$ cat src/rtl/sd_adc_ear.sv
// First-order 1-bit sigma-delta ADC front end for the EAR/line input.
// Closes the comparator loop through fb_out and decimates the bitstream into 8-bit excess-128 samples.
module sd_adc_ear #(
    parameter int         DECIM_LOG2 = 8,
    parameter logic [7:0] HYST_HI    = 8'd144,
    parameter logic [7:0] HYST_LO    = 8'd112
) (
    input  logic       Clk,
    input  logic       Reset,
    input  logic       cmp_in,
    (* IOB = "TRUE" *)
    output logic       fb_out,
    output logic [7:0] sample,
    output logic       sample_valid,
    output logic       ear_out
);

    localparam int ACC_W = DECIM_LOG2 + 1;
    localparam int SHIFT = DECIM_LOG2 - 8;

    typedef enum logic {
        WARMUP,
        RUN
    } state_t;

    logic                  sync1;
    logic                  sync2;
    logic [ACC_W-1:0]      acc;
    logic [DECIM_LOG2-1:0] win_cnt;
    state_t                state;

    logic                  win_end;
    logic [ACC_W-1:0]      total;
    logic [7:0]            new_sample;

    // A full window of ones scales to 256, one past the 8-bit range, so clamp it to 255.
    function automatic logic [7:0] sat_sample(input logic [ACC_W-1:0] t);
        logic [ACC_W-1:0] scaled;
        scaled = t >> SHIFT;
        if (|(scaled >> 8))
            return 8'hFF;
        else
            return scaled[7:0];
    endfunction

    // The current fb_out is folded into the total so the window-end bit lands in this window.
    assign win_end    = (win_cnt == {DECIM_LOG2{1'b1}});
    assign total      = acc + {{DECIM_LOG2{1'b0}}, fb_out};
    assign new_sample = sat_sample(total);

    always_ff @(posedge Clk) begin
        if (Reset) begin
            sync1        <= 1'b0;
            sync2        <= 1'b0;
            fb_out       <= 1'b0;
            acc          <= '0;
            win_cnt      <= '0;
            state        <= WARMUP;
            sample       <= 8'h80;
            sample_valid <= 1'b0;
            ear_out      <= 1'b0;
        end else begin
            sync1        <= cmp_in;
            sync2        <= sync1;
            fb_out       <= sync2;
            win_cnt      <= win_cnt + 1'b1;
            sample_valid <= 1'b0;

            if (win_end) begin
                acc <= '0;
                // The first window is thrown away while the RC integrator settles.
                if (state == WARMUP) begin
                    state <= RUN;
                end else begin
                    sample       <= new_sample;
                    sample_valid <= 1'b1;
                    if (new_sample >= HYST_HI)
                        ear_out <= 1'b1;
                    else if (new_sample <= HYST_LO)
                        ear_out <= 1'b0;
                end
            end else begin
                acc <= total;
            end
        end
    end

endmodule

$ cat config.mk
export PLATFORM = sky130hd
export DESIGN_NAME = sd_adc_ear
export DESIGN_NICKNAME = d
export VERILOG_FILES = /design/src/rtl/sd_adc_ear.sv
export SDC_FILE = /design/constraint.sdc
export NUM_CORES = 1
export LEC_CHECK = 0
export BUFFER_PORTS_ARGS = -buffer_cell sky130_fd_sc_hd__buf_2
export CORE_MARGIN = 2
export CORE_UTILIZATION = 53
export CTS_BUF_LIST = sky130_fd_sc_hd__clkbuf_8
export CTS_CLUSTER_SIZE = 25
export DETAILED_ROUTE_END_ITERATION = 8
export GPL_ROUTABILITY_DRIVEN = 0
export PLACE_DENSITY = 0.76
export SKIP_CTS_REPAIR_TIMING = 1
export SLEW_MARGIN = 40
export SYNTH_ARGS = -nofsm -noshare
export SYNTH_HDL_FRONTEND = slang
export SYNTH_SLANG_ARGS = --single-unit
$ cat constraint.sdc
create_clock -name Clk -period 2.3 [get_ports Clk]
set_clock_uncertainty 0.2 [all_clocks]
set_input_delay 0.46 -clock Clk [delete_from_list [all_inputs] [get_ports Clk]]
set_output_delay 0.46 -clock Clk [all_outputs]
set_load 0.01 [all_outputs]
== Word level (Yosys, flattened, before mapping) ==
Index checks and enable logic that the tools add are counted.

* Bitwise operators: 1
* Equality and inequality tests: 1
* Magnitude comparators: 2
* Muxes and demuxes: 4
* Reductions and logical operators: 5
* Add/subtract/negate cells: 2

{| class="wikitable"
|+ Operator list
! operator !! count
|-
| $add 9x1->9 || 1
|-
| $add 8x1->8 const B || 1
|-
| $eq 8x8->1 const B || 1
|-
| $ge 8x8->1 const B || 1
|-
| $le 8x7->1 const B || 1
|-
| $mux 8 || 1
|-
| $reduce_or 2->1 || 2
|-
| $mux 1 || 3
|-
| $reduce_and 3->1 || 1
|-
| $reduce_and 2->1 || 1
|-
| $reduce_bool 2->1 || 1
|-
| $not 1->1 || 1
|}

* Logic and storage cells: 24
* Output and inout bits: 11
* Register bits after elaboration: 31
* Input port bits: 3

== Depth between registers and ports, before layout ==
* Word-level depth: 5
* Gate-level depth with buffers: 7
* Depth with buffers taken out: 7

== Worst setup path after synthesis ==
Ideal clock, no wire load.

* Path kind: flip-flop to flip-flop
* Start: register fb_out
* End: register ear_out
* Setup time: 0.130 ns
* Data arrival time: 1.663 ns
* Buffers on the path: 0
* Stages on the path, launching flop included: 8
* Setup slack: 0.307 ns
* Required time: 1.970 ns
* Period minus slack after synthesis: 1.993 ns
* Cells stage by stage: dfxtp_1 > ha_1 > ha_1 > and3_2 > or3_1 > a21oi_1 > a311o_1 > o22ai_2

* Word-level cells in the longest chain between the ends: 5
* Elaborated cells between the ends (all ways): 7
* Classes of those cells: add/sub: 1; order compare: 2; mux: 2; reduce/logical: 2

{| class="wikitable"
|+ Ends and longest elaborated chain
! what !! RTL line !! text
|-
| from (decl) || 12 || <nowiki>output logic fb_out,</nowiki>
|-
| from (signal assigned) || 65 || <nowiki>fb_out <= sync2;</nowiki>
|-
| $add 9x1->9 * || 48 || <nowiki>assign total = acc + {{DECIM_LOG2{1'b0}}, fb_out};</nowiki>
|-
| $mux 8 * || 40 || <nowiki>if (|(scaled >> 8))</nowiki>
|-
| $ge 8x8->1 or $le 8x7->1 (tied branches) || 77, 79 ||
|-
| $reduce_bool 2->1 (no line) || - ||
|-
| $reduce_and 3->1 (no line) || - ||
|-
| to (signal assigned) || 61 || <nowiki>ear_out <= 1'b0;</nowiki>
|-
| to (signal assigned) || 78 || <nowiki>ear_out <= 1'b1;</nowiki>
|-
| to (signal assigned) || 80 || <nowiki>ear_out <= 1'b0;</nowiki>
|-
| to (decl) || 15 || <nowiki>output logic ear_out</nowiki>
|}

Mark *: on every way between the ends. The rest lies on a longest branch, timed or not.
A chain may end at the register's enable or synchronous reset.

== Worst setup path in the final report ==
Ends and elaborated chain as after synthesis.

==> impl_metrics.env <==
export IMPL_setup_tns_final_ns=0
export IMPL_crit_required_ns=2.27
export IMPL_cap_violations=0
export IMPL_die_x_um=53.5
export IMPL_drt_pass1_iterations=4
export IMPL_m1WireLength_um=1090
export IMPL_holdWs_ns=0.190
export IMPL_cts_tree="done"
export IMPL_grt_max_degree=17
export IMPL_syn_area_um2=1300
export IMPL_ir_drop_uv=664
export IMPL_clock_root_buffer="clkbuf_8"
export IMPL_setup_viol=0
export IMPL_post_drt_wl_per_cell_um=13.0
export IMPL_yosysWarnings=0
export IMPL_synth_seq_cells=31
export IMPL_rsz0062_at_grt="false"
export IMPL_ys_seq_area_share_pct=47.8
export IMPL_cp_arrival_ns=2.04
export IMPL_rows=17
export IMPL_p_per_area_nw_per_um2=662
export IMPL_drive_gt1_share_pct=21.0
export IMPL_die_h_um=53.5
export IMPL_hold_path_class="in -> reg"
export IMPL_hold_violations=0
export IMPL_drt_iter0_drc=15
export IMPL_wl_um=2400
export IMPL_tightestPinTransition_ns=0.460
export IMPL_wl_met3_um=84
export IMPL_finalWorstSetupSlack_ns=0.226
export IMPL_post_place_ws_ns=0.247
export IMPL_cts_buffers=5
export IMPL_vias=982
export IMPL_core_um2=2250
export IMPL_syn_num_nets=147
export IMPL_postSynthAreaPerCell_um2=9.20
export IMPL_crit_fanout=4
export IMPL_cp_start_kind="flip-flop"
export IMPL_grt_pass1_wl_um=4140
export IMPL_route_detailed_drc=0
export IMPL_crit_slowest_cell="dfxtp_1"
export IMPL_met2_length_um=1170
export IMPL_start_util_pct=57.5
export IMPL_portBuffers=13
export IMPL_status="finished, final reports clean"
export IMPL_gr_usage_all_layers_pct=21.3
export IMPL_clock_latency_ns=0.29
export IMPL_min_period_ns=2.07
export IMPL_final_cell_mix="31 x dfxtp_1, 28 x nor2_1, 13 x buf_2"
export IMPL_antenna_found_initial=0
export IMPL_clock_sinks=31
export IMPL_highest_layer="met4"
export IMPL_cts_buffer_depth=2
export IMPL_hpwl_um=1760
export IMPL_crit_family="simple AND/OR/NAND/NOR gates"
export IMPL_dieArea_um2=2860
export IMPL_num_nets_final=162
export IMPL_io_pins=14
export IMPL_path_clk_slew_ns=0.07
export IMPL_grt_ovfl_total=0
export IMPL_final_common_cell="dfxtp_1"
export IMPL_max_freq_mhz=482
export IMPL_viasPerCell=5.31
export IMPL_synthCells=141
export IMPL_worst_path_most_repeated_cell="ha_1"
export IMPL_path_cells="ha_1 > ha_1 > and3_2 > or3_1 > a21oi_1 > a311o_1 > o22ai_2"
export IMPL_ctsHtreeMaxLevel=2
export IMPL_crit_buf_inv=0
export IMPL_post_route_period_util_pct=90.2
export IMPL_antenna_left=0
export IMPL_area_growth_pct=12.7
export IMPL_grt_pass1_vias=936
export IMPL_leakagePower_nw=0.548
export IMPL_slew_headroom_pct=68.9
export IMPL_worstSetupPathType="reg -> reg"
export IMPL_synth_cell_types=34
export IMPL_critPathMaxStageDelay_ns=0.32
export IMPL_critPathCaptureType="flip-flop"
export IMPL_drv_slew=0
export IMPL_diodes=0
==> flip-flops by register name, indices dropped and copies added, names as in the netlist <==
| register | flops |
|---|---|
| acc | 9 |
| ear_out | 1 |
| fb_out | 1 |
| sample | 8 |
| sample_valid | 1 |
| state | 1 |
| sync1 | 1 |
| sync2 | 1 |
| win_cnt | 8 |
==> final cells by class <==
| class | instances | area, um^2 |
|---|---|---|
| Timing Repair Buffer | 15 | 80.1 |
| Inverter | 3 | 11.3 |
| Clock inverter | 3 | 12.5 |
| Fill cell | 203 | 792 |
| Clock buffer | 5 | 68.8 |
| Sequential cell | 31 | 621 |
| Multi-Input combinational cell | 100 | 634 |
| Tap cell | 28 | 35.0 |
==> synthesized netlist by cell type <==
library cell | instances | share of area (%)
nand2b_1 | 1 | 0.48
a211oi_1 | 2 | 1.2
o311ai_0 | 2 | 1.4
buf_1 | 1 | 0.29
nor2_1 | 28 | 8.1
o21ai_0 | 3 | 1.2
a311oi_1 | 1 | 0.68
a211oi_2 | 3 | 2.9
clkbuf_1 | 2 | 0.58
a21oi_1 | 4 | 1.5
ha_1 | 3 | 2.9
and3_1 | 1 | 0.48
nand3_1 | 7 | 2.7
and4_2 | 1 | 0.77
nand3_2 | 1 | 0.77
xnor2_1 | 7 | 4.7
a311o_1 | 1 | 0.77
inv_1 | 3 | 0.87
or2_2 | 1 | 0.48
o22ai_2 | 1 | 0.96
nor2b_1 | 4 | 1.9
and2_4 | 1 | 0.68
a22oi_1 | 1 | 0.58
nand4_1 | 2 | 0.96
dfxtp_1 | 31 | 48
a41oi_1 | 1 | 0.68
or3_1 | 3 | 1.4
buf_2 | 4 | 1.5
mux2i_1 | 1 | 0.77
nand2_1 | 9 | 2.6
and3_2 | 2 | 1.2
xor2_1 | 6 | 4.1
o21bai_1 | 1 | 0.58
nor3_2 | 2 | 1.5
==> layer usage <==
metal  up-vias  GRT usage, %
met5         -             0
met4         0          10.3
met3         5          9.32
met2        12          34.2
met1       457          23.9
li1        508             -
==> per-stage QoR <==
step	power (mW)	cell area, um^2	instances	util, %
after detailed placement	0.586	1380	177	61.3
final	0.968	1460	185	64.9
after CTS	0.977	1460	185	64.9
after global placement	0.585	1380	177	61.3
after global routing	1.00	1460	185	64.9
after floorplan	0.578	1300	141	-
==> power by group <==
group	total (mW)	leakage (nW)	switching (mW)	internal [mW]
combinational	0.0253	0.247	0.0150	0.0103
clock	0.394	0.0505	0.191	0.203
sequential	0.549	0.251	0.00464	0.544
total	0.968	0.548	0.211	0.757
==> logic make-up after synthesis <==
family,after synthesis,share of synthesized area [%]
compound gates,20,12.3
xor+xnor,13,8.78
fa+ha+maj,3,2.89
buf+inv,10,3.28
flops,31,47.8
mux,1,0.771
simple gates,63,24.1
==> worst register-to-register path, cell delays in order (launching register included) <==
cell and delay (ns):
dfxtp_1 0.32, ha_1 0.24, ha_1 0.25, and3_2 0.22, or3_1 0.31, a21oi_1 0.16, a311o_1 0.20, o22ai_2 0.07
==> worst paths after layout <==
kind	startpoint	slack, ns	to	cells past startpoint
min	cmp_in	0.19	sync1$_SDFF_PP0_	2
max reg2reg	fb_out$_SDFF_PP0_	0.23	ear_out$_SDFFE_PP0P_	7
min reg2reg	sync1$_SDFF_PP0_	0.24	sync2$_SDFF_PP0_	1
max	fb_out$_SDFF_PP0_	0.23	ear_out$_SDFFE_PP0P_	7
(Power assumes the default switching activity.)
